File: src/rtl/updown_pulse_gen.sv
// updown_pulse_gen: conditions two raw push-button levels into clean single-cycle
// up/down pulses for a downstream saturating up/down counter.
//
// Per button: 2-flop synchronizer -> debouncer -> registered held level -> rising-edge
// detector -> registered pulse. Up and down requests arriving in the same cycle
// cancel each other, so up_o and down_o are never high together.
//
// Optional feature (macro UPDOWN_PULSE_AUTOREPEAT_EN): while exactly one button is held,
// extra pulses fire repeat_delay_p cycles after the edge pulse and then every
// repeat_period_p cycles. Without the macro the repeat parameters are unused.
//
// Ports:
//   clk_i        clock, all state updates on the rising edge
//   reset_i      synchronous active-high reset, clears every flop
//   up_btn_i     raw asynchronous up-button level
//   down_btn_i   raw asynchronous down-button level
//   up_o         single-cycle up pulse (registered)
//   down_o       single-cycle down pulse (registered)
//   up_held_o    debounced up level (registered)
//   down_held_o  debounced down level (registered)
module updown_pulse_gen #(
    parameter int unsigned debounce_p      = 4,
    parameter int unsigned repeat_delay_p  = 16,
    parameter int unsigned repeat_period_p = 8
) (
    input  logic clk_i,
    input  logic reset_i,
    input  logic up_btn_i,
    input  logic down_btn_i,
    output logic up_o,
    output logic down_o,
    output logic up_held_o,
    output logic down_held_o
);

    if (debounce_p < 1 || repeat_delay_p < 1 || repeat_period_p < 1) begin : gen_param_check
        $error("updown_pulse_gen: all parameters must be >= 1");
    end

    localparam int unsigned     CntW    = $clog2(debounce_p + 1);
    localparam logic [CntW-1:0] CntLast = CntW'(debounce_p - 1);

    // Bit 0 is the up button, bit 1 the down button throughout.
    logic [1:0]      btn_raw;
    logic [1:0]      meta_q, sync_q;
    logic [1:0]      stable_q, stable_d;
    logic [CntW-1:0] cnt_q [2];
    logic [CntW-1:0] cnt_d [2];
    logic [1:0]      held_q, held_prev_q;
    logic [1:0]      rise;
    logic [1:0]      req;
    logic [1:0]      pulse_q, pulse_d;

    assign btn_raw = {down_btn_i, up_btn_i};

    // A new level is accepted only after debounce_p consecutive mismatching cycles;
    // any cycle agreeing with the accepted level restarts the count.
    always_comb begin : debounce
        for (int i = 0; i < 2; i++) begin
            stable_d[i] = stable_q[i];
            cnt_d[i]    = '0;
            if (sync_q[i] != stable_q[i]) begin
                if (cnt_q[i] == CntLast) begin
                    stable_d[i] = sync_q[i];
                end else begin
                    cnt_d[i] = cnt_q[i] + 1'b1;
                end
            end
        end
    end

    assign rise = held_q & ~held_prev_q;

`ifdef UPDOWN_PULSE_AUTOREPEAT_EN
    localparam int unsigned RepMax = (repeat_delay_p > repeat_period_p) ? repeat_delay_p
                                                                        : repeat_period_p;
    localparam int unsigned     RepW       = $clog2(RepMax + 1);
    localparam logic [RepW-1:0] DelayLast  = RepW'(repeat_delay_p - 1);
    localparam logic [RepW-1:0] PeriodLast = RepW'(repeat_period_p - 1);

    logic [RepW-1:0] rep_cnt_q [2];
    logic [RepW-1:0] rep_cnt_d [2];
    logic [1:0]      rep_phase_q, rep_phase_d;
    logic [1:0]      rep_fire, rep_run, other_held;

    assign other_held = {held_q[0], held_q[1]};
    // Counting starts the cycle after the edge pulse is requested, so a match on
    // DelayLast lands exactly repeat_delay_p cycles after that pulse.
    assign rep_run    = held_q & held_prev_q & ~other_held;

    always_comb begin : auto_repeat
        for (int i = 0; i < 2; i++) begin
            rep_cnt_d[i]   = '0;
            rep_phase_d[i] = 1'b0;
            rep_fire[i]    = 1'b0;
            if (rep_run[i]) begin
                rep_phase_d[i] = rep_phase_q[i];
                if (rep_cnt_q[i] == (rep_phase_q[i] ? PeriodLast : DelayLast)) begin
                    rep_fire[i]    = 1'b1;
                    rep_phase_d[i] = 1'b1;
                end else begin
                    rep_cnt_d[i] = rep_cnt_q[i] + 1'b1;
                end
            end
        end
    end

    always_ff @(posedge clk_i) begin
        if (reset_i) begin
            rep_cnt_q   <= '{default: '0};
            rep_phase_q <= '0;
        end else begin
            rep_cnt_q   <= rep_cnt_d;
            rep_phase_q <= rep_phase_d;
        end
    end

    assign req = rise | rep_fire;
`else
    assign req = rise;
`endif

    // Simultaneous requests cancel rather than pick a winner.
    assign pulse_d = {req[1] & ~req[0], req[0] & ~req[1]};

    always_ff @(posedge clk_i) begin
        if (reset_i) begin
            meta_q      <= '0;
            sync_q      <= '0;
            stable_q    <= '0;
            cnt_q       <= '{default: '0};
            held_q      <= '0;
            held_prev_q <= '0;
            pulse_q     <= '0;
        end else begin
            meta_q      <= btn_raw;
            sync_q      <= meta_q;
            stable_q    <= stable_d;
            cnt_q       <= cnt_d;
            held_q      <= stable_q;
            held_prev_q <= held_q;
            pulse_q     <= pulse_d;
        end
    end

    assign up_o        = pulse_q[0];
    assign down_o      = pulse_q[1];
    assign up_held_o   = held_q[0];
    assign down_held_o = held_q[1];

endmodule
File: config.mk
export PLATFORM = sky130hd
export DESIGN_NAME = updown_pulse_gen
export DESIGN_NICKNAME = d
export VERILOG_FILES = /design/src/rtl/updown_pulse_gen.sv
export SDC_FILE = /design/constraint.sdc
export NUM_CORES = 1
export LEC_CHECK = 0
export ABC_AREA = 1
export CAP_MARGIN = 20
export CORE_UTILIZATION = 25
export DETAILED_ROUTE_END_ITERATION = 6
export GPL_TIMING_DRIVEN = 0
export SYNTH_ARGS = -nofsm -noshare
export SYNTH_HDL_FRONTEND = slang
export SYNTH_SLANG_ARGS = --single-unit
File: constraint.sdc
create_clock -name clk_i -period 2.1 [get_ports clk_i]
set_clock_uncertainty 0.1 [all_clocks]
set_input_delay 0.315 -clock clk_i [delete_from_list [all_inputs] [get_ports clk_i]]
set_output_delay 0.315 -clock clk_i [all_outputs]
set_load 0.02 [all_outputs]
# Word-level counts from Yosys, hierarchy flattened
# Index checks and enable logic that the tools add are counted.
[totals]
ff_bits = 18
latch_bits = 0
mem_bits_rw = 0
mem_bits_ro = 0
out_inout_bits = 4
word_cells = 27
memories = 0
[classes]
addsub = 2
mul = 0
div_mod_pow = 0
magnitude_cmp = 0
n_eq_ne = 4
n_shift = 0
mux = 0
n_bitwise = 8
reduce_logical = 4
[ops]
columns = ["op", "n"]
rows = [
  ["adder 3 x 1 -> 3 bit, second input constant", 2],
  ["== test 3 x 2 -> 1 bit, second input constant", 2],
  ["OR reduction 3 bit", 2],
  ["inverter 1 bit", 4],
  ["AND reduction 2 bit", 2],
  ["bitwise AND 1 bit", 2],
  ["bitwise AND 2 bit", 1],
  ["!= test 1 bit", 2],
  ["inverter 2 bit", 1],
]

# Depth between registers and ports, before layout
# Gate-level depths: netlist of the first run.
[logic_depth]
word_depth = 4
ltp_mapped = 5
mapped_depth_nobuf = 5

# Worst setup path after synthesis of the first run
# No wires, ideal clock.
[synth_path]
kind = "reg-to-reg"
from = "reg cnt_q[0] (netlist name)"
to = "reg cnt_q[0] (netlist name)"
setup_time_ns = 0.065
t_arrival_ns = 0.949
required_ns = 1.935
path_slack_ns = 0.987
stages_incl_launch_ff = 6
path_buffers = 0
period_less_slack_ns = 1.113
path_cell_list = "dfxtp_1 > ha_1 > ha_1 > nor2_1 > nand3_1 > nor2_1"
[synth_between]
elab_chain_len = 2
[synth_lines]
columns = ["element", "line", "source"]
rows = [
  ["from (decl)", "47", "logic [CntW-1:0] cnt_q [2];"],
  ["from (signal assigned)", "139", "cnt_q <= cnt_d;"],
  ["parallel branches: the longest is 2 deep, another holds adder 3 x 1 -> 3 bit", "--", ""],
]
# Several ways; the timed one is not identified.
# A chain may end at the register's enable or synchronous reset.

# Worst setup path in the final report of the first run
[layout_path]
from = "reg held_q[0]"
to = "out up_held_o"
[layout_lines]
columns = ["element", "line", "source"]
rows = [
  ["from (decl)", "49", "logic [1:0] held_q, held_prev_q;"],
  ["from (signal assigned)", "140", "held_q <= stable_q;"],
  ["to (decl)", "32", "output logic up_held_o,"],
]
# No word-level cell between the ends.

==> impl_metrics.csv, run 1 <==
group,metric,value,unit
run_status,status,"finished clean",
worst_setup_path,crit_chain,"clkdlybuf4s50_1",
grt,grt_pass1_wl,1330,µm
route,ant_nets,0,
floorplanning,initial_core_util,27.3,%
synth,async_flop_share,0,%
clocking,cts_resized,0,
synth,synth_cell_types,9,
finish,postLayoutCoreUtil,33.4,%
synth,synth_mux_area_share,0,%
timing,rsz0062_at_grt,"false",
worst_setup_path,critical-path-max-stage-delay,0.61,ns
worst_hold_path,hold_path.class,"reg2reg",
grt,grt.overflow.total,0,
finish,num-fill-cells,249,
place,dp_hpwl,627,µm
worst_setup_path,cp_top_family,"buffers and inverters",
grt,grt_start_max_net_pins,11,
worst_setup_path,worstPathArrival,1.25,ns
worst_setup_path,worst-setup-path-type,"reg2out",
place,dp_slack,0.737,ns
worst_setup_path,regToRegEndpoint,"cnt_q[4]$_SDFF_PP0_",
grt,antenna_found_initial,0,
synth,synth_top_family_by_area,"simple AND/OR/NAND/NOR gates",
grt,grt_pass1_vias,383,
worst_setup_path,start_kind,"flip-flop",
clocking,numCtsBuffers,3,
synth,ys_seq_elements,18,
worst_setup_path,required,1.68,ns
clocking,ctsHoldBuffers,0,
worst_setup_path,end_kind,"output pin",
route,wl_per_cell,7.05,µm
worst_setup_path,r2r_slack,0.88,ns
finish,antenna_cells,0,
route,initialDrtViolationCount,3,
grt,grt_use_total,6.95,%
route,drt_wl_total,790,µm
floorplanning,die-area,2710,µm²
clocking,cts.sink_count,18,
clocking,clockRootBuffer,"clkbuf_4",
timing,setup_ws,0.434,ns
synth,yosysWarnings,0,
timing,setup_viol,0,
worst_setup_path,path_max_fanout,3,
synth,seq_area_frac_synth,57.5,%
finish,drive_gt1_share,7.14,%
worst_setup_path,slowest_stage,"clkdlybuf4s50_1",
synth,synthXorXnorAreaFrac,0,%
synth,syn_area,627,µm²
clocking,cts.clk_slew.worst_paths,0.09,ns
worst_setup_path,endpoint,"up_held_o",
floorplanning,io_pins,8,
timing,fmax,600,MHz
clocking,cts_htree_levels,1,
synth,synth_compound_area_share,0,%
clocking,insertion_delay,0.28,ns
synth,synth_commonest_cells,"22 x nor2_1, 18 x dfxtp_1, 17 x inv_1, 6 x nand2_1, 4 x ha_1",
synth,synth_cells,73,
timing,worstMarginPinSlew,0.215,ns
worst_setup_path,rr_startpoint,"cnt_q[3]$_SDFF_PP0_",
synth,yosysMostFrequentCell,"nor2_1",
clocking,cts_tree,"built",
synth,synth_top_area_share,57.5,%
floorplanning,coreArea,2300,µm²
synth,yosys.area_share.simple,22.6,%
route,via_count,427,
synth,synth_edf_count,0,
floorplanning,rows,17,
timing,setup_tns,0,ns
route,viasPerCell,3.81,
synth,synth_area_leader_cell,"dfxtp_1",
power_and_ir_drop,ir_drop,0.387,mV
power_and_ir_drop,leakage,0.324,nW
timing,final.min_clock_period,1.67,ns
power_and_ir_drop,power,571,µW
timing,drv_slew,0,
worst_setup_path,startpoint,"held_q[0]$_SDFF_PP0_",
synth,synth-adder-area-share,7.98,%
timing,finalHoldViolCount,0,
route,drt_first_pass_iters,2,
finish,nNetsFinal,93,
power_and_ir_drop,cellPowerDensity,743,nW/µm²
place,gp_congestion,0.627,
synth,ys_top_cells_by_area,"dfxtp_1 57%, nor2_1 13%, inv_1 10%",
timing,max_slew_margin,85.6,%
route,drcViolationCount,0,
job,drv_cap,0,
worst_setup_path,path_depth,1,
synth,ys.flop_type,"dfxtp_1",
place,portBuffers,7,
timing,timing.final.crit_share,79.3,%
clocking,post-cts-setup-buffers,0,
worst_setup_path,reg2reg_depth,5,
clocking,clk_path_buf_depth,2,
floorplanning,die_y,52.1,µm
floorplanning,die_x,52.1,µm
worst_setup_path,critPathBufInv,1,
synth,syn_area_per_cell,8.59,µm²
synth,syn_nets,81,
finish,area_delta_synth_final,22.6,%
layout make-up:
type / instances / area, µm² / share of cell area (%)
timing repair buffer: 7 / 70.1 / 9.12
clock buffer: 4 / 36.3 / 4.72
inverter: 17 / 63.8 / 8.31
tap: 28 / 35.0 / 4.56
buffer: 1 / 11.3 / 1.47
multi-input combinational: 37 / 191 / 24.9
sequential: 18 / 360 / 46.9
routing by layer:
metal	wire [µm]	GRT usage [%]	vias to the layer above	part of all wire (%)
li1	-	-	232	-
met1	344	5.82	186	44
met2	378	12.8	9	48
met3	66	5.26	0	8.4
met4	0	1.35	0	0
met5	0	0	-	0
stage by stage:
step                      instances  hold slack [ns]  area, µm²
after floorplan                  73            0.288        627
after global placement          108            0.293        732
after detailed placement        108            0.296        732
after CTS                       112            0.312        768
after global routing            112            0.337        768
final                           112            0.310        768
worst min-delay path by stage:
| stage | startpoint | endpoint | slack, ns | cells after the start |
|---|---|---|---|---|
| floorplan | meta_q[0]$_SDFF_PP0_ | sync_q[0]$_SDFF_PP0_ | 0.29 | 2 |
| global placement | meta_q[1]$_SDFF_PP0_ | sync_q[1]$_SDFF_PP0_ | 0.29 | 2 |
| detailed placement | meta_q[1]$_SDFF_PP0_ | sync_q[1]$_SDFF_PP0_ | 0.30 | 2 |
| CTS | meta_q[1]$_SDFF_PP0_ | sync_q[1]$_SDFF_PP0_ | 0.31 | 2 |
| global route | meta_q[0]$_SDFF_PP0_ | sync_q[0]$_SDFF_PP0_ | 0.34 | 2 |
| finish | meta_q[0]$_SDFF_PP0_ | sync_q[0]$_SDFF_PP0_ | 0.31 | 2 |
cell usage in the layout (no fill, tap or decap), drive strengths merged:
cell type,count
ha,4
nor3,3
clkdlybuf4s50,7
clkbuf,4
nand2,6
nor2,22
inv,17
buf,1
dfxtp,18
nand3,2
state kept, by name, indices dropped and copies added (netlist names):
name	cells
sync_q	2
held_q	2
stable_q	2
pulse_q	2
cnt_q	6
meta_q	2
held_prev_q	2
power by group:
group	switching (mW)	leakage, nW	total (mW)	internal, mW
registers	0.00218	0.146	0.348	0.346
logic	0.00964	0.157	0.0195	0.00985
clock network	0.0974	0.0210	0.203	0.106
cell families (layout without fill, tap and decap cells):
family                     Yosys count  after routing
buffers and inverters               18             29
and+or+nand+nor                     33             33
DFF                                 18             18
adders and majority gates            4              4
No activity file was read; power rests on OpenSTA's default activity.
==> run 2: changes to the inputs <==
clock period = 1.5 ns   (was 2.1 ns; I/O delays follow)
==> run 2 against run 1 <==
Effect of this change: die area stayed put; cell area shrank 0.65%; sequential power rose by 40%; non-clock buffer count is the same; utilization down 0.22 points.
==> impl_metrics.csv, run 2 (synthesis results as in run 1) <==
group,metric,value,unit
grt,grt_pass1_wl,1330,µm
timing,setup_tns,0,ns
worst_setup_path,worst-setup-path-type,"reg2out",
timing,drv_slew,0,
power_and_ir_drop,p_comb_share,3.4,%
grt,grt.met2_usage,12.8,%
finish,final_common_cell,"nor2_1",
clocking,numCtsBuffers,3,
power_and_ir_drop,leakage,0.343,nW
route,drt_wl_total,789,µm
grt,grt_use_total,6.95,%
timing,rsz0062_at_grt,"false",
grt,antenna_found_initial,0,
power_and_ir_drop,power,799,µW
floorplanning,die_x,52.1,µm
timing,setup_viol,0,
clocking,cts_htree_levels,1,
finish,area_delta_synth_final,21.8,%
worst_setup_path,reg2reg_depth,5,
grt,busiest_layer,"met2",
power_and_ir_drop,ir_drop,0.541,mV
job,drv_cap,0,
grt,grt_pass1_vias,383,
route,viasPerCell,3.81,
route,initialDrtViolationCount,3,
timing,max_slew_margin,85.6,%
power_and_ir_drop,p_int,646,µW
worst_setup_path,r2r_slack,0.28,ns
place,portBuffers,7,
route,wl_per_cell,7.04,µm
finish,largest_reg_flops,6,
floorplanning,coreArea,2300,µm²
floorplanning,io_pins,8,
floorplanning,initial_core_util,27.3,%
finish,antenna_cells,0,
timing,finalHoldViolCount,0,
place,place_inst,108,
grt,grt_start_max_net_pins,11,
clocking,clockRootBuffer,"clkbuf_4",
route,drt_first_pass_iters,2,
grt,grt.overflow.total,0,
finish,mostFrequentLayoutCells,"22 x nor2_1, 18 x dfxtp_1, 17 x inv_1",
worst_hold_path,hold_path.class,"reg2reg",
clocking,insertion_delay,0.28,ns
power_and_ir_drop,swShare,19.2,%
worst_hold_path,hold_depth,2,
clocking,cts.clk_slew.worst_paths,0.09,ns
worst_hold_path,hold_end,"sync_q[0]$_SDFF_PP0_",
worst_setup_path,end_kind,"output pin",
place,gp_congestion,0.627,
finish,drive_gt1_share,7.14,%
grt,grt_util_met3,5.26,%
finish,postLayoutCoreUtil,33.2,%
worst_setup_path,regToRegEndpoint,"cnt_q[4]$_SDFF_PP0_",
finish,top_register,"cnt_q",
clocking,post-cts-setup-buffers,0,
timing,fmax,768,MHz
worst_setup_path,required,1.17,ns
finish,multiInputGateArea,191,µm²
finish,num-fill-cells,251,
finish,nNetsFinal,93,
worst_setup_path,rr_startpoint,"cnt_q[3]$_SDFF_PP0_",
worst_setup_path,slowest_stage,"dfxtp_1",
route,via_count,427,
place,dp_hpwl,627,µm
grt,grt_use_met1,5.82,%
timing,worstMarginPinSlew,0.215,ns
finish,regArea,360,µm²
timing,final.min_clock_period,1.30,ns
worst_setup_path,cp_top_family,"flip-flops",
worst_setup_path,critical-path-max-stage-delay,0.36,ns
run_status,status,"finished clean",
power_and_ir_drop,pwr-share-seq,61.0,%
timing,timing.final.crit_share,86.8,%
route,ant_nets,0,
power_and_ir_drop,clkPwrFrac,35.6,%
worst_setup_path,critPathBufInv,1,
power_and_ir_drop,power_switching,153,µW
floorplanning,die_y,52.1,µm
worst_setup_path,start_kind,"flip-flop",
worst_setup_path,crit_chain,"dlygate4sd2_1",
floorplanning,rows,17,
finish,layout.cells.non_filler,112,
clocking,cts.sink_count,18,
route,drcViolationCount,0,
power_and_ir_drop,cellPowerDensity,1050,nW/µm²
clocking,clk_path_buf_depth,2,
worst_hold_path,holdCritStartpoint,"meta_q[0]$_SDFF_PP0_",
worst_setup_path,path_max_fanout,3,
worst_setup_path,worstPathArrival,0.98,ns
floorplanning,die-area,2710,µm²
clocking,cts_tree,"built",
==> run 2: cell types whose count changed in the layout (fill, tap and decap cells not counted) <==
cell / change
dlygate4sd2_1: +4
clkdlybuf4s50_1: -4
==> run 2: worst max-delay path by stage <==
stage	from	endpoint	slack, ns	cells after the start
after floorplan	cnt_q[0]$_SDFF_PP0_	cnt_q[0]$_SDFF_PP0_	0.39	5
after global placement	reset_i	cnt_q[0]$_SDFF_PP0_	0.22	4
after detailed placement	reset_i	cnt_q[3]$_SDFF_PP0_	0.23	4
after CTS	held_q[0]$_SDFF_PP0_	up_held_o	0.18	1
after global routing	held_q[0]$_SDFF_PP0_	up_held_o	0.14	1
final	held_q[0]$_SDFF_PP0_	up_held_o	0.20	1
==> run 2: repair_timing <==
item / in CTS / in global routing
gates resized for setup: 4 / 0
endpoints found under the setup margin: 4 / 0
hold buffers: 0 / 0
endpoints found under the hold margin: 0 / 0
==> run 2: routing by layer <==
| metal | up-vias | share of wire, % | wire length, µm |
|---|---|---|---|
| met3 | 0 | 8.6 | 68 |
| met4 | 0 | 0 | 0 |
| met2 | 9 | 48 | 378 |
| li1 | 232 | - | - |
| met5 | - | 0 | 0 |
| met1 | 186 | 43 | 343 |
==> run 2: final cells by class <==
cell class,instances,area share [%]
Timing Repair Buffer,7,8.52
Tap cell,28,4.59
Sequential cell,18,47.2
Inverter,17,8.36
Buffer,1,1.48
Multi-Input combinational cell,37,25.1
Clock buffer,4,4.75
==> run 2: metrics by stage <==
step | setup WS (ns) | instance area, µm² | hold slack, ns
3_3_place_gp | 0.220 | 732 | 0.293
2_1_floorplan | 0.387 | 627 | 0.204
4_1_cts | 0.176 | 763 | 0.312
5_1_grt | 0.137 | 763 | 0.337
6_report | 0.198 | 763 | 0.309
3_5_place_dp | 0.227 | 732 | 0.296
==> run 2: power by group through the flow <==
stage	registers, mW	clock network, mW	logic, mW
2_1_floorplan	0.498	0	0.0153
3_3_place_gp	0.498	0	0.0272
3_5_place_dp	0.499	0	0.0278
4_1_cts	0.488	0.299	0.0279
5_1_grt	0.488	0.321	0.0315
6_report	0.487	0.284	0.0273
==> run 3: changes to the inputs <==
ABC_CLOCK_PERIOD_IN_PS = 1500   (was not set)
CTS_CLUSTER_DIAMETER = 100   (was not set)
==> results of run 3 <==
No change in the layout: final DEF, timing and power equal those of run 2.
